==> config.mk <==
export PLATFORM = sky130hd
export DESIGN_NAME = alu_iter
export DESIGN_NICKNAME = d
export VERILOG_FILES = /design/src/rtl/alu_pkg.sv /design/src/rtl/alu_muldiv_iter.sv /design/src/rtl/alu_iter.sv
export SDC_FILE = /design/constraint.sdc
export NUM_CORES = 1
export LEC_CHECK = 0
export ABC_AREA = 1
export CAP_MARGIN = 5
export CORE_MARGIN = 10
export CORE_UTILIZATION = 30
export CTS_BUF_LIST = sky130_fd_sc_hd__clkbuf_8 sky130_fd_sc_hd__clkbuf_16
export CTS_CLUSTER_SIZE = 16
export DETAILED_ROUTE_END_ITERATION = 10
export PLACE_DENSITY_LB_ADDON = 0.25
export SLEW_MARGIN = 20
export SYNTH_ARGS = -nofsm -noshare
export SYNTH_HDL_FRONTEND = slang
export SYNTH_SLANG_ARGS = --single-unit
==> constraint.sdc <==
create_clock -name clk -period 6 [get_ports clk]
set_input_delay 1.2 -clock clk [delete_from_list [all_inputs] [get_ports clk]]
set_output_delay 1.2 -clock clk [all_outputs]
set_load 0.01 [all_outputs]
==> src/rtl/alu_pkg.sv <==
// alu_pkg: shared definitions for the ALU decoder and the iterative ALU.
//   XLEN_DEFAULT : default operand/result width.
//   alu_op_t     : 5-bit operation code produced by the decoder.
//   is_muldiv()  : op runs on the iterative multiply/divide datapath.
//   is_div()     : op is one of the divide/remainder family.
package alu_pkg;

   localparam int XLEN_DEFAULT = 32;

   typedef enum logic [4:0] {
      OP_ADD    = 5'd0,
      OP_SUB    = 5'd1,
      OP_SLL    = 5'd2,
      OP_SLT    = 5'd3,
      OP_SLTU   = 5'd4,
      OP_XOR    = 5'd5,
      OP_SRL    = 5'd6,
      OP_SRA    = 5'd7,
      OP_OR     = 5'd8,
      OP_AND    = 5'd9,
      OP_MUL    = 5'd16,
      OP_MULH   = 5'd17,
      OP_MULHSU = 5'd18,
      OP_MULHU  = 5'd19,
      OP_DIV    = 5'd20,
      OP_DIVU   = 5'd21,
      OP_REM    = 5'd22,
      OP_REMU   = 5'd23
   } alu_op_t;

   function automatic logic is_muldiv(alu_op_t op);
      logic r;
      case (op)
         OP_MUL, OP_MULH, OP_MULHSU, OP_MULHU,
         OP_DIV, OP_DIVU, OP_REM, OP_REMU: r = 1'b1;
         default:                          r = 1'b0;
      endcase
      return r;
   endfunction

   function automatic logic is_div(alu_op_t op);
      logic r;
      case (op)
         OP_DIV, OP_DIVU, OP_REM, OP_REMU: r = 1'b1;
         default:                          r = 1'b0;
      endcase
      return r;
   endfunction

endpackage

==> src/rtl/alu_muldiv_iter.sv <==
// alu_muldiv_iter: iterative multiply / divide datapath, one bit per cycle.
//   clk, rst     : clock, asynchronous active-high reset (aborts any operation).
//   start        : load op/op1/op2 this edge; XLEN step cycles follow.
//   op           : MUL, MULH, MULHSU, MULHU, DIV, DIVU, REM, REMU.
//   op1, op2     : operands (captured on start).
//   done         : high during the final step cycle; result is valid with it.
//   result       : sign-corrected result, valid only while done is high.
// Divide-by-zero is never started here; the parent resolves it directly.
module alu_muldiv_iter
   import alu_pkg::*;
#(
   parameter int XLEN = XLEN_DEFAULT
) (
   input  logic            clk,
   input  logic            rst,
   input  logic            start,
   input  alu_op_t         op,
   input  logic [XLEN-1:0] op1,
   input  logic [XLEN-1:0] op2,
   output logic            done,
   output logic [XLEN-1:0] result
);

   localparam int SHW   = $clog2(XLEN);
   localparam int CNT_W = SHW + 1;
   localparam logic [CNT_W-1:0] CNT_LAST = CNT_W'(XLEN - 1);

   logic            active_q,   active_d;
   logic [SHW:0]    cnt_q,      cnt_d;
   logic            is_mul_q,   is_mul_d;
   logic            take_hi_q,  take_hi_d;   // MULH*: high half; DIV family: remainder
   logic            neg_main_q, neg_main_d;  // product / quotient sign
   logic            neg_rem_q,  neg_rem_d;   // remainder sign (dividend sign)
   logic [XLEN-1:0] mcand_q,    mcand_d;     // multiplicand or divisor magnitude
   logic [XLEN-1:0] hi_q,       hi_d;        // product high half or partial remainder
   logic [XLEN-1:0] lo_q,       lo_d;        // multiplier/product low, or dividend/quotient

   logic              a_signed, b_signed, a_neg, b_neg;
   logic [XLEN-1:0]   a_mag, b_mag;
   logic [XLEN:0]     add_sum, rem_sh, rem_diff;
   logic              q_bit;
   logic [XLEN-1:0]   step_hi, step_lo;
   logic [2*XLEN-1:0] prod, prod_fix;

   always_comb begin
      active_d   = active_q;
      cnt_d      = cnt_q;
      is_mul_d   = is_mul_q;
      take_hi_d  = take_hi_q;
      neg_main_d = neg_main_q;
      neg_rem_d  = neg_rem_q;
      mcand_d    = mcand_q;
      hi_d       = hi_q;
      lo_d       = lo_q;
      done       = 1'b0;
      result     = '0;

      a_signed = 1'b0;
      b_signed = 1'b0;
      case (op)
         OP_MUL, OP_MULH, OP_DIV, OP_REM: begin
            a_signed = 1'b1;
            b_signed = 1'b1;
         end
         OP_MULHSU: a_signed = 1'b1;
         default: ;
      endcase
      a_neg = a_signed & op1[XLEN-1];
      b_neg = b_signed & op2[XLEN-1];
      a_mag = a_neg ? -op1 : op1;
      b_mag = b_neg ? -op2 : op2;

      // Shift-add multiply step: add multiplicand when the current
      // multiplier bit is set, then shift the {hi,lo} pair right by one.
      add_sum = {1'b0, hi_q} + (lo_q[0] ? {1'b0, mcand_q} : '0);

      // Restoring divide step: bring the next dividend bit into the
      // remainder, subtract the divisor, keep the difference if non-negative.
      rem_sh   = {hi_q, lo_q[XLEN-1]};
      rem_diff = rem_sh - {1'b0, mcand_q};
      q_bit    = ~rem_diff[XLEN];

      if (is_mul_q) begin
         step_hi = add_sum[XLEN:1];
         step_lo = {add_sum[0], lo_q[XLEN-1:1]};
      end else begin
         step_hi = q_bit ? rem_diff[XLEN-1:0] : rem_sh[XLEN-1:0];
         step_lo = {lo_q[XLEN-2:0], q_bit};
      end

      prod     = {step_hi, step_lo};
      prod_fix = neg_main_q ? -prod : prod;

      if (start) begin
         active_d   = 1'b1;
         cnt_d      = '0;
         is_mul_d   = ~is_div(op);
         take_hi_d  = (op == OP_MULH) || (op == OP_MULHSU) || (op == OP_MULHU) ||
                      (op == OP_REM)  || (op == OP_REMU);
         neg_main_d = a_neg ^ b_neg;
         neg_rem_d  = a_neg;
         hi_d       = '0;
         if (is_div(op)) begin
            mcand_d = b_mag;
            lo_d    = a_mag;
         end else begin
            mcand_d = a_mag;
            lo_d    = b_mag;
         end
      end else if (active_q) begin
         hi_d  = step_hi;
         lo_d  = step_lo;
         cnt_d = cnt_q + 1'b1;
         if (cnt_q == CNT_LAST) begin
            done     = 1'b1;
            active_d = 1'b0;
            cnt_d    = '0;
            if (is_mul_q) begin
               result = take_hi_q ? prod_fix[2*XLEN-1:XLEN] : prod_fix[XLEN-1:0];
            end else if (take_hi_q) begin
               result = neg_rem_q ? -step_hi : step_hi;
            end else begin
               result = neg_main_q ? -step_lo : step_lo;
            end
         end
      end
   end

   always_ff @(posedge clk or posedge rst) begin
      if (rst) begin
         active_q   <= 1'b0;
         cnt_q      <= '0;
         is_mul_q   <= 1'b0;
         take_hi_q  <= 1'b0;
         neg_main_q <= 1'b0;
         neg_rem_q  <= 1'b0;
         mcand_q    <= '0;
         hi_q       <= '0;
         lo_q       <= '0;
      end else begin
         active_q   <= active_d;
         cnt_q      <= cnt_d;
         is_mul_q   <= is_mul_d;
         take_hi_q  <= take_hi_d;
         neg_main_q <= neg_main_d;
         neg_rem_q  <= neg_rem_d;
         mcand_q    <= mcand_d;
         hi_q       <= hi_d;
         lo_q       <= lo_d;
      end
   end

endmodule

==> src/rtl/alu_iter.sv <==
// alu_iter: ALU with single-cycle ops and an iterative multiply/divide unit.
//   clk, rst            : clock, asynchronous active-high reset.
//   in_valid / in_ready : request handshake; a request (op, op1, op2) is taken
//                         on a rising edge where both are high. in_ready is
//                         high only in IDLE, so nothing is queued while busy.
//   op, op1, op2        : operation and operands.
//   out_valid/out_ready : result handshake; result is held in DONE until both
//                         are high on an edge, which returns the unit to IDLE.
//   result              : registered result.
//   busy                : state is not IDLE.
// Latency: 1 cycle for single-cycle ops, divide-by-zero and unknown codes;
// XLEN+1 cycles for multiply/divide.
module alu_iter
   import alu_pkg::*;
#(
   parameter int XLEN = XLEN_DEFAULT
) (
   input  logic            clk,
   input  logic            rst,
   input  logic            in_valid,
   output logic            in_ready,
   input  alu_op_t         op,
   input  logic [XLEN-1:0] op1,
   input  logic [XLEN-1:0] op2,
   output logic            out_valid,
   input  logic            out_ready,
   output logic [XLEN-1:0] result,
   output logic            busy
);

   localparam int SHW = $clog2(XLEN);

   localparam logic [1:0] ST_IDLE = 2'd0;
   localparam logic [1:0] ST_CALC = 2'd1;
   localparam logic [1:0] ST_DONE = 2'd2;

   logic [1:0]      state_q,  state_d;
   logic [XLEN-1:0] result_q, result_d;

   logic            md_start, md_done;
   logic [XLEN-1:0] md_result;
   logic [XLEN-1:0] single_res;
   logic [SHW-1:0]  shamt;
   logic            div_by_zero;

   assign in_ready  = (state_q == ST_IDLE);
   assign out_valid = (state_q == ST_DONE);
   assign busy      = (state_q != ST_IDLE);
   assign result    = result_q;

   assign shamt       = op2[SHW-1:0];
   assign div_by_zero = is_div(op) && (op2 == '0);

   // Results that are known in the acceptance cycle. Divide-by-zero is
   // included here because it bypasses the iterative unit.
   always_comb begin
      single_res = '0;
      case (op)
         OP_ADD:  single_res = op1 + op2;
         OP_SUB:  single_res = op1 - op2;
         OP_SLL:  single_res = op1 << shamt;
         OP_SLT:  single_res[0] = $signed(op1) < $signed(op2);
         OP_SLTU: single_res[0] = op1 < op2;
         OP_XOR:  single_res = op1 ^ op2;
         OP_SRL:  single_res = op1 >> shamt;
         OP_SRA:  single_res = $signed(op1) >>> shamt;
         OP_OR:   single_res = op1 | op2;
         OP_AND:  single_res = op1 & op2;
         OP_DIV, OP_DIVU: single_res = '1;
         OP_REM, OP_REMU: single_res = op1;
         default: single_res = '0;
      endcase
   end

   always_comb begin
      state_d  = state_q;
      result_d = result_q;
      md_start = 1'b0;
      case (state_q)
         ST_IDLE: begin
            if (in_valid) begin
               if (is_muldiv(op) && !div_by_zero) begin
                  md_start = 1'b1;
                  state_d  = ST_CALC;
               end else begin
                  result_d = single_res;
                  state_d  = ST_DONE;
               end
            end
         end
         ST_CALC: begin
            if (md_done) begin
               result_d = md_result;
               state_d  = ST_DONE;
            end
         end
         ST_DONE: begin
            if (out_ready) begin
               state_d = ST_IDLE;
            end
         end
         default: state_d = ST_IDLE;
      endcase
   end

   always_ff @(posedge clk or posedge rst) begin
      if (rst) begin
         state_q  <= ST_IDLE;
         result_q <= '0;
      end else begin
         state_q  <= state_d;
         result_q <= result_d;
      end
   end

   alu_muldiv_iter #(
      .XLEN(XLEN)
   ) u_muldiv (
      .clk   (clk),
      .rst   (rst),
      .start (md_start),
      .op    (op),
      .op1   (op1),
      .op2   (op2),
      .done  (md_done),
      .result(md_result)
   );

endmodule

==> qor.yml <==
status: "complete, no violations"
drtAntennaViolNets: 0
ir_drop_uv: 285.3
final-hold-violation-count: 0
cp_top_family: "simple AND/OR/NAND/NOR gates"
p_per_area_nw_per_um2: 554.9
core_um2: 83560
max_slew_margin_pct: 19.17
holdCritPathClass: "flop to flop"
clk_pin_slew_ns: 0.08
drc: 0
ff2ff_path_depth: 27
comb_power_share_pct: 80.7
p_int_mw: 5.689
hp-start: "result[30]"
crit_slowest_cell: "dfrtp_1"
post-route-period-util_pct: 92.20
drt-vias-per-instance: 5.585
critPathKind: "flop to flop"
antenna_found_initial: 4
nets: 4830
synth_cell_type_count: 66
rsz0062_at_grt: "no"
r2r_slack_ns: 0.47
ioPinCount: 108
fill_cells: 9560
fp.dieH_um: 310.1
clock_path_buffers: 2
cts_resized: 0
ys_seq_elements: 141
drt-total-wl_um: 144200
first_pass_iters: 6
htree_levels: 4
wl_per_cell_um: 25.39
critPathMaxStageDelay_ns: 0.51
io_buffers: 107
clock-root-buffer: "clkbuf_16"
design.die.area_um2: 96140
synth_warnings: 0
fin_area_um2: 28520
final_cell_mix: "nand2_1, inv_1, nor2_1, o21ai_0, a21oi_1"
ys_async_sr_fraction_pct: 100.0
num_vias: 31730
final.min_clock_period_ns: 5.532
numCtsBuffers: 17
end_kind: "flop"
reg2reg_from: "u_muldiv.hi_q[17]"
hold_buffers: 0
post_cts_buffers: 0
die_w_um: 310.1
p_sw_share_pct: 64.05
dp_hpwl_um: 120300
area_growth_pct: 12.99
required_ns: 6.33
syn_area_um2: 25240
p_clk_share_pct: 6.8
placed_area_um2: 27950
synth_cells: 4517
place.gp.congestion: 1.083
clock-sinks: 141
syn-num-nets: 4760
synth_seq_area_share_pct: 13.98
crit_buf_inv: 4
leakage_nw: 14.14
tightest_slew_ns: 1.209
initial_utilization_pct: 30.21
fmax_mhz: 180.8
p_seq_share_pct: 12.5
drt_iter0_markers: 3840
hold_depth: 2
grt_max_degree: 83
cap_violations: 0
num_rows: 106
r2r-end: "result[2]"
track_usage_pct: 29.23
setup_viol: 0
power_mw: 15.83
final_common_cell: "nand2_1"
grt_pass1_vias: 29480
grt_pass1_wl_um: 206200
crit_fanout: 14
clock_skew_ns: 0.01697
critPathArrivalTime_ns: 5.87
final_layout_size_suffix_gt1_share_pct: 6.457
holdPathEnd: "result[30]"
cts_tree: "done"
overflow: 0
fin_util_pct: 34.13
tns_ns: 0
drv_slew: 0
synthFlopType: "dfrtp_1"
clk_latency_ns: 0.48
synth_edf_count: 0
start_kind: "flop"
syn_avg_cell_area_um2: 5.588
power_switching_mw: 10.14
power by group through the flow:
stage | clock network [mW] | registers, mW | logic, mW
2_1_floorplan | 0 | 1.76 | 8.42
3_3_place_gp | 0 | 1.97 | 12.5
3_5_place_dp | 0 | 1.98 | 12.5
4_1_cts | 1.10 | 1.96 | 12.5
5_1_grt | 1.13 | 2.01 | 13.9
6_report | 1.08 | 1.98 | 12.8
registers in the layout (all words and copies together), names as in the netlist:
register and count:
u_muldiv.lo_q 32, u_muldiv.active_q 1, u_muldiv.take_hi_q 1, u_muldiv.neg_main_q 1, state_q 2, u_muldiv.hi_q 32
u_muldiv.mcand_q 32, result 32, u_muldiv.cnt_q 6, u_muldiv.neg_rem_q 1, u_muldiv.is_mul_q 1
synth_stat cells, drive strengths merged, types with 53 or more instances:
cell	n	area (um2)
ha	166	2077
inv	655	2459
clkbuf	135	506.7
xor2	72	630.6
nand3	303	1579
nor2	476	1847
nor3	53	301.5
buf	53	294.0
nand2	1269	4907
o22ai	56	350.3
a21oi	322	1679
o211ai	61	457.9
dfrtp	141	3528
o21ai	422	2116
metrics by stage:
step | instances | hold slack, ns | setup slack (ns)
after global routing | 5680 | 0.5378 | 0.1117
after CTS | 5680 | 0.5066 | 0.5188
final | 5681 | 0.5021 | 0.4680
after detailed placement | 5648 | 0.4779 | 0.5854
after global placement | 5648 | 0.4683 | 0.5336
after floorplan | 4517 | 0.4736 | 1.019
routing by layer:
metal / vias up / part of all wire (%) / global-route usage (%)
li1: 14980 / - / -
met1: 14950 / 41 / 36.35
met2: 1487 / 45 / 46.89
met3: 302 / 6.9 / 4.112
met4: 4 / 7.7 / 19.04
met5: - / 0.022 / 0
how the worst max path moves through the flow:
stage / startpoint / end / slack, ns / cells after the start
6_report: u_muldiv.hi_q[17] / result[2] / 0.47 / 27
5_1_grt: u_muldiv.lo_q[31] / result[2] / 0.11 / 31
4_1_cts: u_muldiv.hi_q[17] / result[2] / 0.52 / 27
3_5_place_dp: u_muldiv.hi_q[17] / result[2] / 0.59 / 27
3_3_place_gp: op1[17] / result[28] / 0.53 / 19
2_1_floorplan: rst / result[0] / 1.02 / 1
kinds of logic after synthesis:
kind of cell / after synthesis / synth area share [%]
and+or+nand+nor: 2209 / 36.98
adders and majority gates: 170 / 8.546
AOI/OAI and AO/OA: 1060 / 24.37
muxes: 11 / 0.4362
buffers and inverters: 848 / 12.99
DFF: 141 / 13.98
xor gates and xnor gates: 78 / 2.706
worst register-to-register path, delay by kind of cell, from the launching register on:
kind,cells,cell delay [ns]
compound gates,5,1.30
simple gates,16,2.59
buf+inv,4,0.35
flops,1,0.51
fa+ha+maj,2,0.66
layout make-up:
cell class              count  area [um2]  area share (%)
diodes                      1       2.502        0.008774
clock buffers              18       439.2           1.540
clock inverters            14       123.9          0.4343
inverters                 660        2484           8.708
multi-input cells        3528       18450           64.70
flip-flops and latches    141        3532           12.38
well taps                1080        1351           4.738
repair buffers            239        2135           7.484
Note: power is estimated with default switching activity, not from simulation.
